`config.mk`:
```
export PLATFORM = sky130hd
export DESIGN_NAME = sprite_anim_sequencer_flat
export DESIGN_NICKNAME = d
export VERILOG_FILES = /design/src/rtl/sprite_pkg.sv /design/src/rtl/sprite_anim_sequencer_if.sv /design/src/rtl/frame_tick_gen.sv /design/src/rtl/sprite_anim_sequencer.sv /design/src/flat_wrapper.sv
export SDC_FILE = /design/constraint.sdc
export NUM_CORES = 1
export LEC_CHECK = 0
export CELL_PAD_IN_SITES_DETAIL_PLACEMENT = 1
export CELL_PAD_IN_SITES_GLOBAL_PLACEMENT = 1
export CORE_MARGIN = 2
export CORE_UTILIZATION = 36
export CTS_CLUSTER_SIZE = 28
export DETAILED_ROUTE_END_ITERATION = 16
export HOLD_SLACK_MARGIN = 0.15
export PLACE_DENSITY_LB_ADDON = 0.1
export SYNTH_ARGS = -nofsm -noshare
export SYNTH_HDL_FRONTEND = slang
export SYNTH_HIERARCHICAL = 1
export SYNTH_SLANG_ARGS = --single-unit
```
`constraint.sdc`:
```
create_clock -name pixel_clk_in -period 3 [get_ports pixel_clk_in]
set_clock_uncertainty 0.1 [all_clocks]
set_input_delay 0.6 -clock pixel_clk_in [delete_from_list [all_inputs] [get_ports pixel_clk_in]]
set_output_delay 0.6 -clock pixel_clk_in [all_outputs]
set_load 0.05 [all_outputs]
```
`src/rtl/sprite_pkg.sv`:
```
// -----------------------------------------------------------------------------
// sprite_pkg
// Shared definitions for the sprite animation sequencers (player and enemies).
//   anim_state_t  : motion/animation states of a sprite
//   IMG_*         : image-index codes fed to the sprite address generator
//   FRAME_WORDS   : ROM words per animation image (index is scaled by this)
//   next_walk_img : walk-cycle successor 1 -> 2 -> 3 -> 1
// -----------------------------------------------------------------------------
package sprite_pkg;

    typedef enum logic [2:0] {
        IDLE  = 3'd0,
        WALK  = 3'd1,
        JUMP  = 3'd2,
        DYING = 3'd3,
        DEAD  = 3'd4
    } anim_state_t;

    localparam logic [2:0] IMG_STAND     = 3'd0;
    localparam logic [2:0] IMG_WALK0     = 3'd1;
    localparam logic [2:0] IMG_WALK_LAST = 3'd3;
    localparam logic [2:0] IMG_JUMP      = 3'd4;
    localparam logic [2:0] IMG_DEATH     = 3'd5;

    localparam int FRAME_WORDS = 512;

    function automatic logic [2:0] next_walk_img(input logic [2:0] idx);
        return (idx == IMG_WALK_LAST) ? IMG_WALK0 : idx + 3'd1;
    endfunction

endpackage

```
`src/rtl/sprite_anim_sequencer_if.sv`:
```
// -----------------------------------------------------------------------------
// sprite_anim_sequencer_if
// Bundle between raster/physics logic and a sprite animation sequencer.
//   hcount_in, vcount_in      : raster position
//   moving_in, airborne_in,
//   facing_left_in            : physics levels
//   collision_in, respawn_in  : single-cycle event pulses
//   unique_image_index        : animation image select (to address generator)
//   flip_h_out, dead_out,
//   frame_tick_out            : sequencer status outputs
// master = physics/raster side, slave = sequencer.
// -----------------------------------------------------------------------------
interface sprite_anim_sequencer_if;

    logic [10:0] hcount_in;
    logic [9:0]  vcount_in;
    logic        moving_in;
    logic        airborne_in;
    logic        facing_left_in;
    logic        collision_in;
    logic        respawn_in;
    logic [2:0]  unique_image_index;
    logic        flip_h_out;
    logic        dead_out;
    logic        frame_tick_out;

    modport master (
        output hcount_in, vcount_in, moving_in, airborne_in, facing_left_in,
               collision_in, respawn_in,
        input  unique_image_index, flip_h_out, dead_out, frame_tick_out
    );

    modport slave (
        input  hcount_in, vcount_in, moving_in, airborne_in, facing_left_in,
               collision_in, respawn_in,
        output unique_image_index, flip_h_out, dead_out, frame_tick_out
    );

endinterface

```
`src/rtl/frame_tick_gen.sv`:
```
// -----------------------------------------------------------------------------
// frame_tick_gen
// Once-per-frame tick from a raster position match.
//   i_clk, i_rst_n : clock, synchronous active-low reset
//   i_hcount       : raster horizontal count
//   i_vcount       : raster vertical count
//   o_tick_c       : combinational match (hcount==TICK_H && vcount==TICK_V)
//   o_tick         : o_tick_c registered, high the cycle after the match
// Consumers update their state on the edge where o_tick_c is high, which is
// the same edge that raises o_tick.
// -----------------------------------------------------------------------------
module frame_tick_gen #(
    parameter int H_W    = 11,
    parameter int V_W    = 10,
    parameter int TICK_H = 0,
    parameter int TICK_V = 240
) (
    input  logic           i_clk,
    input  logic           i_rst_n,
    input  logic [H_W-1:0] i_hcount,
    input  logic [V_W-1:0] i_vcount,
    output logic           o_tick_c,
    output logic           o_tick
);

    localparam logic [H_W-1:0] L_TICK_H = H_W'(TICK_H);
    localparam logic [V_W-1:0] L_TICK_V = V_W'(TICK_V);

    logic r_tick;

    assign o_tick_c = (i_hcount == L_TICK_H) && (i_vcount == L_TICK_V);

    always_ff @(posedge i_clk) begin
        if (!i_rst_n) begin
            r_tick <= 1'b0;
        end else begin
            r_tick <= o_tick_c;
        end
    end

    assign o_tick = r_tick;

endmodule

```
`src/rtl/sprite_anim_sequencer.sv`:
```
// -----------------------------------------------------------------------------
// sprite_anim_sequencer
// Player sprite animation controller. Tracks motion state and produces the
// 3-bit image index for the sprite address generator, updating only at the
// once-per-frame tick in vertical blanking so the index is stable over the
// whole active scan.
//   pixel_clk_in : pixel clock (sole clock)
//   rst_n_in     : synchronous active-low reset
//   bus          : sprite_anim_sequencer_if.slave (raster, physics inputs,
//                  image index / flip / dead / frame tick outputs)
// Image codes: 0 stand, 1..3 walk phases, 4 jump, 5 death.
// -----------------------------------------------------------------------------
module sprite_anim_sequencer
    import sprite_pkg::*;
#(
    parameter int FRAMES_PER_STEP = 6,
    parameter int DEATH_HOLD      = 30,
    parameter int TICK_H          = 0,
    parameter int TICK_V          = 240
) (
    input  logic                     pixel_clk_in,
    input  logic                     rst_n_in,
    sprite_anim_sequencer_if.slave   bus
);

    localparam logic [2:0] S_IDLE  = IDLE;
    localparam logic [2:0] S_WALK  = WALK;
    localparam logic [2:0] S_JUMP  = JUMP;
    localparam logic [2:0] S_DYING = DYING;
    localparam logic [2:0] S_DEAD  = DEAD;

    localparam logic [5:0] STEP_LAST  = 6'(FRAMES_PER_STEP - 1);
    localparam logic [7:0] DEATH_LAST = 8'(DEATH_HOLD - 1);

    logic [2:0] r_state;
    logic [2:0] r_idx;
    logic       r_flip;
    logic       r_dead;
    logic [5:0] r_step_cnt;
    logic [7:0] r_death_cnt;
    logic       r_col_pend;
    logic       r_res_pend;

    logic       w_tick_c;
    logic       w_frame_tick;
    logic       w_col;
    logic       w_res;

    frame_tick_gen #(
        .H_W    (11),
        .V_W    (10),
        .TICK_H (TICK_H),
        .TICK_V (TICK_V)
    ) u_tick (
        .i_clk    (pixel_clk_in),
        .i_rst_n  (rst_n_in),
        .i_hcount (bus.hcount_in),
        .i_vcount (bus.vcount_in),
        .o_tick_c (w_tick_c),
        .o_tick   (w_frame_tick)
    );

    // Sticky event view at the tick: a pulse on the tick cycle itself counts.
    assign w_col = r_col_pend | bus.collision_in;
    assign w_res = r_res_pend | bus.respawn_in;

    always_ff @(posedge pixel_clk_in) begin
        if (!rst_n_in) begin
            r_state     <= S_IDLE;
            r_idx       <= IMG_STAND;
            r_flip      <= 1'b0;
            r_dead      <= 1'b0;
            r_step_cnt  <= '0;
            r_death_cnt <= '0;
            r_col_pend  <= 1'b0;
            r_res_pend  <= 1'b0;
        end else if (w_tick_c) begin
            // Pending events are consumed at every tick, whatever the state;
            // this is what discards a respawn requested while dying.
            r_col_pend <= 1'b0;
            r_res_pend <= 1'b0;
            case (r_state)
                S_DYING: begin
                    if (r_death_cnt == DEATH_LAST) begin
                        r_state <= S_DEAD;
                        r_dead  <= 1'b1;
                    end else begin
                        r_death_cnt <= r_death_cnt + 8'd1;
                    end
                end
                S_DEAD: begin
                    if (w_res) begin
                        r_state <= S_IDLE;
                        r_idx   <= IMG_STAND;
                        r_dead  <= 1'b0;
                    end
                end
                // IDLE, WALK, JUMP; unused codes also recover through here.
                default: begin
                    r_flip <= bus.facing_left_in;
                    if (w_col) begin
                        r_state     <= S_DYING;
                        r_idx       <= IMG_DEATH;
                        r_death_cnt <= '0;
                    end else if (bus.airborne_in) begin
                        r_state <= S_JUMP;
                        r_idx   <= IMG_JUMP;
                    end else if (bus.moving_in) begin
                        if (r_state != S_WALK) begin
                            r_state    <= S_WALK;
                            r_idx      <= IMG_WALK0;
                            r_step_cnt <= '0;
                        end else if (r_step_cnt == STEP_LAST) begin
                            r_step_cnt <= '0;
                            r_idx      <= next_walk_img(r_idx);
                        end else begin
                            r_step_cnt <= r_step_cnt + 6'd1;
                        end
                    end else begin
                        r_state <= S_IDLE;
                        r_idx   <= IMG_STAND;
                    end
                end
            endcase
        end else begin
            if (bus.collision_in) begin
                r_col_pend <= 1'b1;
            end
            if (bus.respawn_in) begin
                r_res_pend <= 1'b1;
            end
        end
    end

    assign bus.unique_image_index = r_idx;
    assign bus.flip_h_out         = r_flip;
    assign bus.dead_out           = r_dead;
    assign bus.frame_tick_out     = w_frame_tick;

endmodule

```
`src/flat_wrapper.sv`:
```
// flat-port wrapper written by rule: the top's interface ports become plain ports
module sprite_anim_sequencer_flat import sprite_pkg::*;
#(
    parameter int FRAMES_PER_STEP = 6,
    parameter int DEATH_HOLD      = 30,
    parameter int TICK_H          = 0,
    parameter int TICK_V          = 240
)
  (pixel_clk_in, rst_n_in, bus_hcount_in, bus_vcount_in, bus_moving_in, bus_airborne_in, bus_facing_left_in, bus_collision_in, bus_respawn_in, bus_unique_image_index, bus_flip_h_out, bus_dead_out, bus_frame_tick_out);
  sprite_anim_sequencer_if bus_i ();
  input  logic pixel_clk_in;
  input  logic rst_n_in;
  input wire logic [$bits(bus_i.hcount_in)-1:0] bus_hcount_in;
  input wire logic [$bits(bus_i.vcount_in)-1:0] bus_vcount_in;
  input wire logic [$bits(bus_i.moving_in)-1:0] bus_moving_in;
  input wire logic [$bits(bus_i.airborne_in)-1:0] bus_airborne_in;
  input wire logic [$bits(bus_i.facing_left_in)-1:0] bus_facing_left_in;
  input wire logic [$bits(bus_i.collision_in)-1:0] bus_collision_in;
  input wire logic [$bits(bus_i.respawn_in)-1:0] bus_respawn_in;
  output wire logic [$bits(bus_i.unique_image_index)-1:0] bus_unique_image_index;
  output wire logic [$bits(bus_i.flip_h_out)-1:0] bus_flip_h_out;
  output wire logic [$bits(bus_i.dead_out)-1:0] bus_dead_out;
  output wire logic [$bits(bus_i.frame_tick_out)-1:0] bus_frame_tick_out;
  assign bus_i.hcount_in = bus_hcount_in;
  assign bus_i.vcount_in = bus_vcount_in;
  assign bus_i.moving_in = bus_moving_in;
  assign bus_i.airborne_in = bus_airborne_in;
  assign bus_i.facing_left_in = bus_facing_left_in;
  assign bus_i.collision_in = bus_collision_in;
  assign bus_i.respawn_in = bus_respawn_in;
  assign bus_unique_image_index = bus_i.unique_image_index;
  assign bus_flip_h_out = bus_i.flip_h_out;
  assign bus_dead_out = bus_i.dead_out;
  assign bus_frame_tick_out = bus_i.frame_tick_out;
  sprite_anim_sequencer #(.FRAMES_PER_STEP(FRAMES_PER_STEP), .DEATH_HOLD(DEATH_HOLD), .TICK_H(TICK_H), .TICK_V(TICK_V)) u_core (.pixel_clk_in(pixel_clk_in), .rst_n_in(rst_n_in), .bus(bus_i));
endmodule
```
# After elaboration in Yosys (flattened, before gate mapping)
# Index checks and enable logic that the tools add are counted.
[totals]
register_bits = 25
input_bits = 28
output_inout_bits = 6
word_cells = 66
[classes]
n_addsub = 3
n_eq_ne = 12
muxes = 22
bitwise_logic = 8
n_reduce_logical = 12
[op_table]
columns = ["operator", "count"]
rows = [
  ["2-to-1 mux 3 bit", 12],
  ["2-to-1 mux 8 bit", 2],
  ["case mux 8 bit (2 select lines)", 1],
  ["AND reduction 4 bit", 4],
  ["2-to-1 mux 6 bit", 2],
  ["!= test 6 x 1 -> 1 bit, second input constant", 2],
  ["case mux 3 bit (2 select lines)", 2],
  ["zero test 11 bit", 1],
  ["== test 10 x 8 -> 1 bit, second input constant", 1],
  ["adder 8 x 1 -> 8 bit, second input constant", 1],
  ["== test 8 x 5 -> 1 bit, second input constant", 1],
  ["adder 6 x 1 -> 6 bit, second input constant", 1],
  ["== test 3 x 2 -> 1 bit, second input constant", 2],
  ["== test 6 x 3 -> 1 bit, second input constant", 1],
  ["NOT 1 bit", 6],
  ["AND reduction 5 bit", 1],
  ["!= test 2 x 1 -> 1 bit, second input constant", 2],
  ["nonzero test 2 bit", 2],
  ["OR reduction 2 bit", 2],
  ["adder 3 x 1 -> 3 bit, second input constant", 1],
  ["== test 3 bit, second input constant", 1],
  ["!= test 3 x 1 -> 1 bit, second input constant", 1],
  ["2-to-1 mux 1 bit", 2],
  ["!= test 2 bit, second input constant", 1],
  ["4 further kinds", 5],
]

# Longest topological paths before layout
[depth]
ltp_word = 8
mapped_depth = 8
depth_no_buf = 7

# Hierarchy
# The synthesis kept the hierarchy.
[by_module_without_submodules]
columns = ["mod", "instances", "cells_each", "area_each_um2", "seq_area_each_um2"]
rows = [
  ["sprite_anim_sequencer", 1, 149, 1300.0, 480.5],
  ["frame_tick_gen", 1, 12, 86.3, 20.0],
]

# Worst setup path before layout
# No wires, ideal clock.
[synth_path]
path_type = "input to register"
from = "input port bus_hcount_in[10]"
to = "register u_core.r_death_cnt[6]"
setup_time_ns = 0.059
arrival_time_ns = 2.274
required_ns = 2.841
path_slack_ns = 0.567
stages = 8
n_path_buf = 1
path_cell_list = "nor4_1 nand4_1 nor3_1 clkbuf_1 inv_1 a211o_1 nor4_1 o22a_1"
[synth_via]
elab_chain_cells = 3
[synth_rtl]
columns = ["element", "line_no", "rtl"]
rows = [
  ["from (decl)", "flat_wrapper.sv:13", "input wire logic [$bits(bus_i.hcount_in)-1:0] bus_hcount_in;"],
  ["zero test 11 bit", "frame_tick_gen.sv:31", "assign o_tick_c = (i_hcount == L_TICK_H) && (i_vcount == L_TICK_V);"],
  ["logical AND 1 bit", "frame_tick_gen.sv:31", ""],
  ["via u_core.w_tick_c", "sprite_anim_sequencer.sv:44", "logic w_tick_c;"],
  ["AND reduction 4 bit (no line)", "n/a", ""],
  ["to (signal assigned)", "sprite_anim_sequencer.sv:88", "r_death_cnt <= r_death_cnt + 8'd1;"],
  ["to (decl)", "sprite_anim_sequencer.sv:40", "logic [7:0] r_death_cnt;"],
]
# The timed path passes the listed nets, and every way through them passes these cells.
# A chain may end at the register's enable or synchronous reset.

# Final worst setup path
[layout_path]
from = "input port bus_hcount_in[6]"
to = "register u_core.r_death_cnt[7]"
# Same word-level chain as after synthesis.

==> flow_summary.json <==
{
  "status": "finished clean",
  "fin_area_mm2": 0.00185,
  "core_area_mm2": 0.00369,
  "finalHoldViolCount": 0,
  "grt_max_degree": 16,
  "io_pins": 34,
  "cp-end-kind": "register",
  "drt_iter0_markers": 70,
  "dr.pass1.iters": 4,
  "drtAntennaViolNets": 0,
  "ys.flop_type": "dfxtp_1",
  "insertion_delay_ns": 0.27,
  "post_cts_buffers": 0,
  "leakage_nw": 0.606,
  "die_w_um": 66.1,
  "antenna_found_initial": 0,
  "arrival_ns": 2.84,
  "nNetsFinal": 234,
  "ctsHoldBuffers": 0,
  "setup_viol": 0,
  "grt_pass1_vias": 1514,
  "instances_no_fill": 248,
  "syn_to_final_growth_pct": 33.5,
  "seq_area_frac_synth": 0.361,
  "slew_violations": 0,
  "gp_congestion": 0.783,
  "die_y_um": 66.1,
  "layout-drive-gt1-share": 0.0900,
  "dp_hpwl_um": 3120,
  "finalWorstSetupSlack_ns": 0.273,
  "worstSetupStartpointType": "input pin",
  "critPathLaunch": "bus_hcount_in[6]",
  "dp_slack_ns": 0.0228,
  "syn_area_mm2": 0.00139,
  "worst_ep_required_time_ns": 3.11,
  "final_common_cell": "clkdlybuf4s50_1",
  "rows": 22,
  "layout_common_cells": "clkdlybuf4s50_1 (33), dfxtp_1 (25), nand2_1 (12), o21ai_0 (12), a21oi_1 (11)",
  "synth_top_area_frac": 0.361,
  "ctsResizeCount": 0,
  "p_per_area_mw_per_mm2": 329,
  "cts_buffers": 3,
  "regToRegStartpoint": "u_core/r_death_cnt[0]",
  "criticalPathCategory": "input pin to register",
  "start_util": 0.376,
  "max_slew_margin": 0.528,
  "wl_per_cell_um": 16.2,
  "die_area_mm2": 0.00436,
  "syn_inst": 161,
  "syn_nets": 194,
  "worst_slew_pin_slew_ns": 0.707,
  "synth_top_cell_by_area": "dfxtp_1",
  "root_buffer": "clkbuf_8",
  "num_vias": 1441,
  "avgViaCountPerCell": 5.81,
  "dp_cells": 244,
  "drc": 0,
  "total_power_mw": 0.609,
  "fin_crit_sh": 0.909,
  "period_minus_slack_ns": 2.73,
  "fillerInstances": 458,
  "synth_edf_count": 0,
  "cp_max_fo": 8,
  "avgSynthCellArea_um2": 8.61,
  "grt_use_total": 0.206,
  "max_freq_mhz": 367,
  "routed_wl_um": 4010,
  "clk_pin_slew_worst_paths_ns": 0.10,
  "async_flop_share": 0,
  "rsz0062_at_grt": "false",
  "synth.area.top_cells": "dfxtp_1 (36%), ha_1 (4.5%), o21ai_0 (4.3%), a21oi_1 (4.0%), o22a_1 (3.8%)",
  "cap_violations": 0,
  "placed_area_mm2": 0.00180,
  "utilization": 0.502,
  "grt_first_pass_wirelength_um": 7010,
  "fin_tns_setup_ns": 0,
  "worstHoldStart": "u_core/r_step_cnt[5]",
  "grt_overflow": 0,
  "n_antenna_cell": 0,
  "holdWs_ns": 0.404,
  "htree_levels": 1,
  "ir_drop_uv": 174,
  "synth_cell_types": 45,
  "hp-class": "register to register",
  "ys_seq_elements": 25,
  "yosys_warnings": 6,
  "cts_tree": "yes",
  "cts_num_sinks": 25,
  "clk_path_buf_depth": 2,
  "io_buffers": 33
}
-- cells by family (layout without fill, tap and decap cells) --
logic type,after synthesis,after routing,synth area share
AOI/OAI and AO/OA,45,45,0.218
xor gates and xnor gates,1,1,0.00632
adders and majority gates,5,5,0.0451
buffers and inverters,10,49,0.0280
DFF,25,25,0.361
muxes,1,1,0.00722
and+or+nand+nor,74,74,0.334
-- worst max-delay path, stage by stage --
cell and delay (ns):
clkdlybuf4s50_1 0.42, nor4_1 0.32, nand4_1 0.16, nor3_1 0.22
buf_4 0.19, inv_1 0.07, a211o_1 0.38, nor4bb_1 0.30
o22a_1 0.17
-- registers in the layout (all words and copies together), names as in the netlist --
signal and flops:
u_core/bus.flip_h_out 1, u_core/u_tick/o_tick 1, u_core/r_res_pend 1, u_core/bus.dead_out 1
u_core/r_step_cnt 6, u_core/bus.unique_image_index 3, u_core/r_col_pend 1, u_core/r_state 3
u_core/r_death_cnt 8
-- cell usage after synthesis, types with 5 or more instances --
| cell type | count |
|---|---|
| o21ai_0 | 12 |
| nor3_1 | 10 |
| o22a_1 | 6 |
| inv_1 | 7 |
| a21oi_1 | 11 |
| nand2_1 | 12 |
| ha_1 | 5 |
| dfxtp_1 | 25 |
| nor4_1 | 5 |
| nor2_1 | 8 |
| nand3_1 | 10 |
-- final cells by class --
class / count / area [µm²] / area share
clock buffer: 3 / 41.3 / 0.0223
multi-input combinational: 126 / 847 / 0.458
inverter: 7 / 26.3 / 0.0142
tap: 48 / 60.1 / 0.0325
clock inverter: 1 / 7.51 / 0.00406
sequential: 25 / 500 / 0.270
timing repair buffer: 38 / 368 / 0.199
-- power breakdown --
| group | total, mW | leakage, nW | switching [mW] | internal (mW) |
|---|---|---|---|---|
| clock | 0.209 | 0.0217 | 0.114 | 0.0942 |
| combinational | 0.0656 | 0.382 | 0.0248 | 0.0408 |
| sequential | 0.335 | 0.202 | 0.00188 | 0.333 |
-- final timing paths --
path	to	slack (ns)	depth (start not counted)
setup / recovery	u_core/r_death_cnt[7]	0.27	9
hold / removal	u_core/r_step_cnt[5]	0.40	2
setup reg to reg	u_core/r_death_cnt[7]	0.66	5
hold reg to reg	u_core/r_step_cnt[5]	0.40	2
-- layer usage --
metal / global-route usage / vias up / part of all wire
met4: 0.0612 / 0 / 0.017
met3: 0.0358 / 8 / 0.034
met1: 0.266 / 690 / 0.45
met5: 0 / - / 0
li1: - / 703 / -
met2: 0.348 / 40 / 0.49
(Power assumes the default switching activity.)
